--- config.mk ---
export PLATFORM = sky130hd
export DESIGN_NAME = serial_pattern_gen_flat
export DESIGN_NICKNAME = d
export VERILOG_FILES = /design/src/rtl/serial_pattern_gen_if.sv /design/src/rtl/serial_pattern_gen.sv /design/src/flat_wrapper.sv
export SDC_FILE = /design/constraint.sdc
export NUM_CORES = 1
export LEC_CHECK = 0
export BUFFER_PORTS_ARGS = -buffer_cell sky130_fd_sc_hd__buf_2
export CAP_MARGIN = 15
export CORE_MARGIN = 10
export CORE_UTILIZATION = 53
export DETAILED_ROUTE_END_ITERATION = 8
export GPL_ROUTABILITY_DRIVEN = 0
export PLACE_DENSITY_LB_ADDON = 0.25
export SETUP_SLACK_MARGIN = 0.3
export SLEW_MARGIN = 20
export SYNTH_ARGS = -nofsm -noshare
export SYNTH_HDL_FRONTEND = slang
export SYNTH_SLANG_ARGS = --single-unit
--- constraint.sdc ---
create_clock -name clk -period 2.3 [get_ports clk]
set_input_delay 0.345 -clock clk [delete_from_list [all_inputs] [get_ports clk]]
set_output_delay 0.345 -clock clk [all_outputs]
set_load 0.03 [all_outputs]
--- src/rtl/serial_pattern_gen_if.sv ---
// Load handshake bundle for serial_pattern_gen.
// The producer offers a pattern word and bit count; the generator answers with load_ready.
interface serial_pattern_gen_if #(
  parameter int WIDTH = 8,
  parameter int LEN_W = $clog2(WIDTH + 1)
);
  logic             load_valid;
  logic             load_ready;
  logic [WIDTH-1:0] load_data;
  logic [LEN_W-1:0] load_len;

  modport master (
    output load_valid,
    output load_data,
    output load_len,
    input  load_ready
  );

  modport slave (
    input  load_valid,
    input  load_data,
    input  load_len,
    output load_ready
  );
endinterface

--- src/rtl/serial_pattern_gen.sv ---
// MSB-first serializer of a loaded pattern onto x, one bit per clock.
// Define SERIAL_PATTERN_GEN_GAP_EN to add one idle GAP cycle after each pattern.
module serial_pattern_gen #(
  parameter int WIDTH = 8,
  parameter int LEN_W = $clog2(WIDTH + 1)
) (
  input  logic                clk,
  input  logic                rst_n,
  serial_pattern_gen_if.slave load,
  output logic                x,
  output logic                x_valid,
  output logic                busy,
  output logic                done
);

  typedef enum logic [1:0] {
    IDLE  = 2'd0,
    SHIFT = 2'd1
`ifdef SERIAL_PATTERN_GEN_GAP_EN
    , GAP = 2'd2
`endif
  } state_t;

  localparam logic [LEN_W-1:0] FULL = LEN_W'(WIDTH);
  localparam logic [LEN_W-1:0] ONE  = LEN_W'(1);
  localparam logic [LEN_W-1:0] TWO  = LEN_W'(2);

  state_t           state;
  logic [WIDTH-1:0] sreg;
  logic [LEN_W-1:0] cnt;
  logic             last;
  logic             take;
  logic [LEN_W-1:0] eff_len;
  logic [LEN_W-1:0] shamt;
  logic [WIDTH-1:0] aligned;

  // cnt counts bits still owed, including the one on x now
  assign last = (state == SHIFT) && (cnt == ONE);

`ifdef SERIAL_PATTERN_GEN_GAP_EN
  assign load.load_ready = !rst_n && (state == IDLE);
`else
  assign load.load_ready = !rst_n && ((state == IDLE) || last);
`endif

  assign take = load.load_valid && load.load_ready;

  always_comb begin
    eff_len = load.load_len;
    unique case (1'b1)
      (load.load_len == '0):  eff_len = FULL;
      (load.load_len > FULL): eff_len = FULL;
      default:                eff_len = load.load_len;
    endcase
    shamt   = FULL - eff_len;
    aligned = load.load_data << shamt;
  end

  always_ff @(posedge clk) begin
    if (rst_n) begin
      state   <= IDLE;
      sreg    <= '0;
      cnt     <= '0;
      x       <= 1'b0;
      x_valid <= 1'b0;
      busy    <= 1'b0;
      done    <= 1'b0;
    end else if (take) begin
      state   <= SHIFT;
      sreg    <= aligned << 1;
      cnt     <= eff_len;
      x       <= aligned[WIDTH-1];
      x_valid <= 1'b1;
      busy    <= 1'b1;
      done    <= (eff_len == ONE);
    end else begin
      unique case (state)
        IDLE: begin
          x       <= 1'b0;
          x_valid <= 1'b0;
          busy    <= 1'b0;
          done    <= 1'b0;
        end
        SHIFT: begin
          if (cnt > ONE) begin
            sreg    <= sreg << 1;
            cnt     <= cnt - ONE;
            x       <= sreg[WIDTH-1];
            x_valid <= 1'b1;
            busy    <= 1'b1;
            done    <= (cnt == TWO);
          end else begin
            sreg    <= '0;
            cnt     <= '0;
            x       <= 1'b0;
            x_valid <= 1'b0;
            done    <= 1'b0;
`ifdef SERIAL_PATTERN_GEN_GAP_EN
            state   <= GAP;
            busy    <= 1'b1;
`else
            state   <= IDLE;
            busy    <= 1'b0;
`endif
          end
        end
`ifdef SERIAL_PATTERN_GEN_GAP_EN
        GAP: begin
          state   <= IDLE;
          x       <= 1'b0;
          x_valid <= 1'b0;
          busy    <= 1'b0;
          done    <= 1'b0;
        end
`endif
        default: begin
          state   <= IDLE;
          sreg    <= '0;
          cnt     <= '0;
          x       <= 1'b0;
          x_valid <= 1'b0;
          busy    <= 1'b0;
          done    <= 1'b0;
        end
      endcase
    end
  end

endmodule

--- src/flat_wrapper.sv ---
// flat-port wrapper written by rule: the top's interface ports become plain ports
module serial_pattern_gen_flat 
#(
  parameter int WIDTH = 8,
  parameter int LEN_W = $clog2(WIDTH + 1)
)
  (clk, rst_n, x, x_valid, busy, done, load_load_valid, load_load_data, load_load_len, load_load_ready);
  serial_pattern_gen_if #(.WIDTH(WIDTH), .LEN_W(LEN_W)) load_i ();
  input  logic clk;
  input  logic rst_n;
  output logic x;
  output logic x_valid;
  output logic busy;
  output logic done;
  input wire logic [$bits(load_i.load_valid)-1:0] load_load_valid;
  input wire logic [$bits(load_i.load_data)-1:0] load_load_data;
  input wire logic [$bits(load_i.load_len)-1:0] load_load_len;
  output wire logic [$bits(load_i.load_ready)-1:0] load_load_ready;
  assign load_i.load_valid = load_load_valid;
  assign load_i.load_data = load_load_data;
  assign load_i.load_len = load_load_len;
  assign load_load_ready = load_i.load_ready;
  serial_pattern_gen #(.WIDTH(WIDTH), .LEN_W(LEN_W)) u_core (.clk(clk), .rst_n(rst_n), .load(load_i), .x(x), .x_valid(x_valid), .busy(busy), .done(done));
endmodule
==> results of run 1 <==
-- area by class of cell --
class,count,area (sq um)
Sequential cell,15,303
Multi-Input combinational cell,88,668
Fill cell,165,592
Tap cell,25,31.3
Timing Repair Buffer,23,140
Inverter,6,22.5
Clock buffer,4,26.3
-- final timing paths --
check                                       from         endpoint  slack, ns  cells past startpoint
worst min-delay path            load_load_len[2]      u_core.done       0.30                      2
worst max-delay path               u_core.cnt[1]  load_load_ready       0.37                      5
worst max register to register     u_core.cnt[0]   u_core.sreg[7]       0.55                      7
worst min register to register    u_core.sreg[1]   u_core.sreg[1]       0.47                      2
-- synthesized netlist by cell type (2+ instances only) --
| cell type | count |
|---|---|
| nand2b_1 | 8 |
| mux2i_1 | 2 |
| o21bai_1 | 2 |
| a311oi_1 | 2 |
| buf_4 | 3 |
| o21ai_0 | 5 |
| nand3_1 | 2 |
| mux4_1 | 2 |
| a221oi_1 | 3 |
| a21oi_1 | 8 |
| a31oi_1 | 3 |
| nand2_1 | 13 |
| clkbuf_1 | 2 |
| o211ai_1 | 2 |
| a211oi_1 | 4 |
| a32oi_1 | 2 |
| nor2_1 | 5 |
| ha_1 | 4 |
| inv_1 | 5 |
| dfxtp_1 | 15 |
-- power by group through the flow --
stage | clock (mW) | combinational, mW | sequential [mW]
global placement | 0 | 0.194 | 0.305
detailed placement | 0 | 0.197 | 0.307
floorplan | 0 | 0.150 | 0.310
CTS | 0.151 | 0.198 | 0.301
finish | 0.147 | 0.212 | 0.302
global route | 0.163 | 0.233 | 0.305
-- critical path: stages, from the launching register on --
cell and delay (ns):
dfxtp_2 0.35, inv_1 0.08, ha_1 0.15, or3b_4 0.40
a21oi_1 0.15, buf_4 0.17
-- layer usage --
metal / wire length (um) / track usage
met4: 23 / 0.0481
met3: 151 / 0.0418
met1: 1110 / 0.134
met5: 0 / 0
met2: 1210 / 0.184
-- per-stage QoR --
step | setup slack (ns) | instance area [sq um] | util
after global placement | 0.247 | 1120 | 0.627
after floorplan | 0.424 | 1030 | -
after global routing | 0.262 | 1190 | 0.668
final | 0.374 | 1190 | 0.668
after CTS | 0.320 | 1140 | 0.642
after detailed placement | 0.187 | 1120 | 0.627
-- flip-flops by register name (all words and copies together) (netlist names) --
register        count
u_core.state        1
u_core.x            1
u_core.done         1
u_core.cnt          4
u_core.sreg         7
u_core.x_valid      1
-- timing repair --
item / CTS / global route
gates resized for setup: 1 / 4
endpoints found under the setup margin: 1 / 6
setup buffers: 0 / 3
pin swaps: 0 / 1
-- cells by family after synthesis --
kind of cell / count (synthesis)
AO/OA/AOI/OAI: 37
buffers and inverters: 13
multiplexers: 7
XOR/XNOR: 1
flip-flops: 15
adder cells (fa/ha/maj): 4
AND/OR/NAND/NOR: 39
-- placed cells by master (no fill, tap or decap), types with 2 or more instances in the layout --
cell type,count
ha_1,4
buf_2,18
nand2b_1,8
nand2_1,13
o21ai_0,5
o21bai_1,2
nor2_1,5
mux4_1,2
nand3_1,2
a32oi_1,2
a21oi_1,8
mux2i_1,2
dfxtp_1,13
a31oi_1,3
a211oi_1,4
buf_4,4
clkbuf_4,3
a311oi_1,2
a221oi_1,3
o211ai_1,2
dfxtp_2,2
inv_1,5
==> flow_summary.toml, run 1 <==
[run_status]
outcome = "completed"

[synth]
synthArstFlopShare = 0
synth_top_cell_area_share = 0.291
ys.flop_type = "dfxtp_1"
synth_top_family_by_area = "compound AO/OA/AOI/OAI gates"
yosysUniqueCellTypes = 44
synthXorXnorAreaFrac = 0.00847
ys_warn_count = 0
syn_area_sq_um = 1030
synth_compound_area_frac = 0.257
yosys.area.top_type = "dfxtp_1"
yosysSeqAreaShare = 0.291
syn-instance-count = 116
synth-seq-cells = 15
synth_fa_ha_area_frac = 0.0484
yosys.area_share.simple = 0.208
syn_area_per_cell_sq_um = 8.91
syn-num-nets = 135
synth_edf_count = 0
synth_mux_area_frac = 0.117
synth_area_leaders = "dfxtp_1 29%, mux4_1 5.1%, ha_1 4.8%"

[power]
total_power_mw = 0.661
switching_share = 0.327
p_sw_mw = 0.216
p_per_area_nw_per_um2 = 555
power_frac_seq = 0.457
clkPwrFrac = 0.222
p_int_mw = 0.445
power.share.combinational = 0.321
vdd_drop_max_v = 0.000360
p_leak_nw = 0.476

[sta]
slew_headroom = 0.646
finalCritPeriodShare = 0.838
worstMarginPinSlew_ns = 0.531
hold-worst-slack_ns = 0.298
period_needed_ns = 1.93
final.setup_skew_ns = 0.00239
setup_violations = 0
timing.fmax_ghz = 0.519
hold_violations = 0
rsz0062_at_grt = "yes"
tns_ns = 0
drv_slew = 0

[layout]
syn_to_final_growth_pct = 15.3
drive_gt1_frac = 0.272
stdcell_count = 161
final_nets = 156
diodes = 0

[flow_run]
cap_viol_max_count = 0

[die]
start_util = 0.580
fp.coreArea_sq_um = 1780
num_rows = 15
dieArea_sq_um = 4120
die_x_um = 64.2
die_h_um = 64.2
io_pins = 20

[clock_tree]
cts_tree = "done"
htree_levels = 1
cts_hold_buf = 0
clock-sinks = 15
clkSlewWorstSetupHoldPaths_ns = 0.08
clockBufferDepth = 2
root_buffer = "clkbuf_4"
cts_buffers = 3
clock_latency_ns = 0.28

[place]
hpwl_um = 1860
dpl.cell_count = 154
io_buffers = 19

[route]
drtIter0Drc = 24
wl_per_cell_um = 15.5
detail_route.vias_per_cell = 5.83
drt_wl_total_um = 2490
ant_nets = 0
vias = 939
dr.pass1.iters = 4
drcViolationCount = 0

[global_routing]
grt_usage = 0.115
grt_overflow = 0
grt_pass1_vias = 863
grt_max_degree = 18
grt_antenna_before_repair = 0
grt_first_pass_wirelength_um = 3860

[critical_path]
crit_required_ns = 1.96
end_kind = "primary output"
crit_fanout = 5
start_kind = "flop"
arrival_ns = 1.58
path_class = "reg2out"

[hold_path]
min_path_type = "in2reg"
Note: power is estimated with default switching activity, not from simulation.
==> inputs of run 2 (changes only) <==
Settings changed: CORE_UTILIZATION 53 to 48.
Clock period 2.3 ns to 1.6 ns, I/O delays scaled along.
==> run 2 against run 1 <==
Effect of this change:
- the flow now finishes with violations (negative setup slack)
- design area grew 22%
- die area grew 7.1%
- first-iteration DRC count grew 46%
- via count grew 11%
- clock power grew 40%
- register-to-register slack lost 0.75 ns
- count of clock-buffer cells in the layout is the same
- core utilization grew 5.5 points
- sequential cell count is the same
- final cell count grew 13%
==> flow_summary.toml, run 2 (synthesis results as in run 1) <==
[run_status]
outcome = "complete, but fails checks"
violations = "negative setup slack"

[clock_tree]
root_buffer = "clkbuf_4"
clockBufferDepth = 2
cts_hold_buf = 0
cts_tree = "done"
clock-sinks = 15
htree_levels = 1
cts_buffers = 3
clkSlewWorstSetupHoldPaths_ns = 0.09
clock_latency_ns = 0.27

[layout]
drive_gt1_frac = 0.452
stdcell_count = 182
fin_util = 0.723
syn_to_final_growth_pct = 40.1
diodes = 0
largest_reg_flops = 7
final_cell_mix = "18 x buf_2, 18 x buf_4, 13 x dfxtp_1, 10 x nand2_1, 6 x nand2b_1"
largestRegisters = "u_core.sreg x7, u_core.cnt x4"
final_nets = 175
largest_register = "u_core.sreg"
fillers = 162

[power]
p_leak_nw = 0.594
power_frac_seq = 0.413
vdd_drop_max_v = 0.000361
switching_share = 0.324
total_power_mw = 1.05
p_int_mw = 0.708
p_per_area_nw_per_um2 = 724
power.share.combinational = 0.391
p_sw_mw = 0.340
clkPwrFrac = 0.196

[route]
wl_per_cell_um = 15.0
drt_wl_total_um = 2730
detail_route.vias_per_cell = 5.70
dr.pass1.iters = 5
drtIter0Drc = 35
vias = 1038
ant_nets = 0
drcViolationCount = 0

[die]
die_h_um = 66.4
dieArea_sq_um = 4410
io_pins = 20
start_util = 0.516
num_rows = 16
fp.coreArea_sq_um = 2000
die_x_um = 66.4

[sta]
period_needed_ns = 1.81
setup_violations = 16
final.setup_skew_ns = 0.00715
tns_ns = -2.01
timing.fmax_ghz = 0.553
drv_slew = 0
fin_ws_ns = -0.209
worstMarginPinSlew_ns = 0.702
rsz0062_at_grt = "yes"
hold_violations = 0
slew_headroom = 0.530
finalCritPeriodShare = 1.13

[critical_path]
cpMostUsedCell = "buf_6"
end_kind = "primary output"
crit_slowest_cell = "or3b_4"
start_kind = "flop"
crit_chain = "inv_2 -> ha_4 -> or3b_4 -> buf_6 -> a21oi_4 -> buf_6"
cp_slowest_stage_delay_ns = 0.39
path_class = "reg2out"
arrival_ns = 1.57
crit_required_ns = 1.36
crit_fanout = 2

[global_routing]
grt_first_pass_wirelength_um = 4370
grt_max_degree = 13
grt_usage = 0.122
grt_antenna_before_repair = 0
grt_pass1_vias = 1011
grt_overflow = 0

[place]
io_buffers = 19
hpwl_um = 2030
dpl.cell_count = 172

[flow_run]
cap_viol_max_count = 0

[hold_path]
min_path_type = "in2reg"
## run 2: changes by cell type in the layout (fill, tap and decap cells not counted), sizes merged
| cell | change |
|---|---|
| buf | +19 |
## run 2: power by group through the flow
stage / Sequential [mW] / Combinational (mW) / Clock, mW
final: 0.433 / 0.409 / 0.206
after global routing: 0.435 / 0.445 / 0.224
after CTS: 0.431 / 0.388 / 0.210
after detailed placement: 0.439 / 0.352 / 0
after global placement: 0.436 / 0.345 / 0
after floorplan: 0.449 / 0.233 / 0
## run 2: path summary, 6_finish.rpt
check | slack, ns | startpoint | endpoint | depth (start not counted)
hold / removal | 0.26 | load_load_len[2] | u_core.done | 3
setup / recovery | -0.21 | u_core.cnt[1] | load_load_ready | 6
hold reg to reg | 0.48 | u_core.sreg[1] | u_core.sreg[1] | 2
setup reg to reg | -0.20 | u_core.cnt[1] | u_core.cnt[2] | 10
## run 2: cell type report
class                      instances  area (sq um)  area share
clock buffer                       4          26.3      0.0182
inverter                           6          22.5      0.0156
multi-input combinational         88           742       0.513
sequential                        15           305       0.211
tap                               27          33.8      0.0233
timing repair buffer              42           318       0.220
## run 2: worst max-delay path: cells and delay by family (launching register included)
family / cells / cell delay, ns
AND/OR/NAND/NOR: 1 / 0.39
flip-flops: 1 / 0.34
buffers and inverters: 3 / 0.34
adder cells (fa/ha/maj): 1 / 0.11
AO/OA/AOI/OAI: 1 / 0.11
## run 2: routing by layer
| layer | part of all wire | track usage |
|---|---|---|
| met4 | 0.012 | 0.0550 |
| met3 | 0.034 | 0.0102 |
| met1 | 0.46 | 0.147 |
| met5 | 0 | 0 |
| met2 | 0.50 | 0.212 |
## run 2: timing repair
item | in CTS | in global routing
buffers inserted | 3 | 2
gates cloned | 1 | 0
pin swaps | 5 | 1
resized for setup | 9 | 8
endpoints found under the setup margin | 16 | 16
## run 2: metrics by stage
| stage | area, sq um | hold slack (ns) | setup slack, ns |
|---|---|---|---|
| floorplan | 1090 | 0.312 | -0.0141 |
| global placement | 1300 | 0.442 | -0.130 |
| detailed placement | 1300 | 0.452 | -0.204 |
| CTS | 1400 | 0.256 | -0.200 |
| global route | 1450 | 0.271 | -0.283 |
| finish | 1450 | 0.263 | -0.209 |
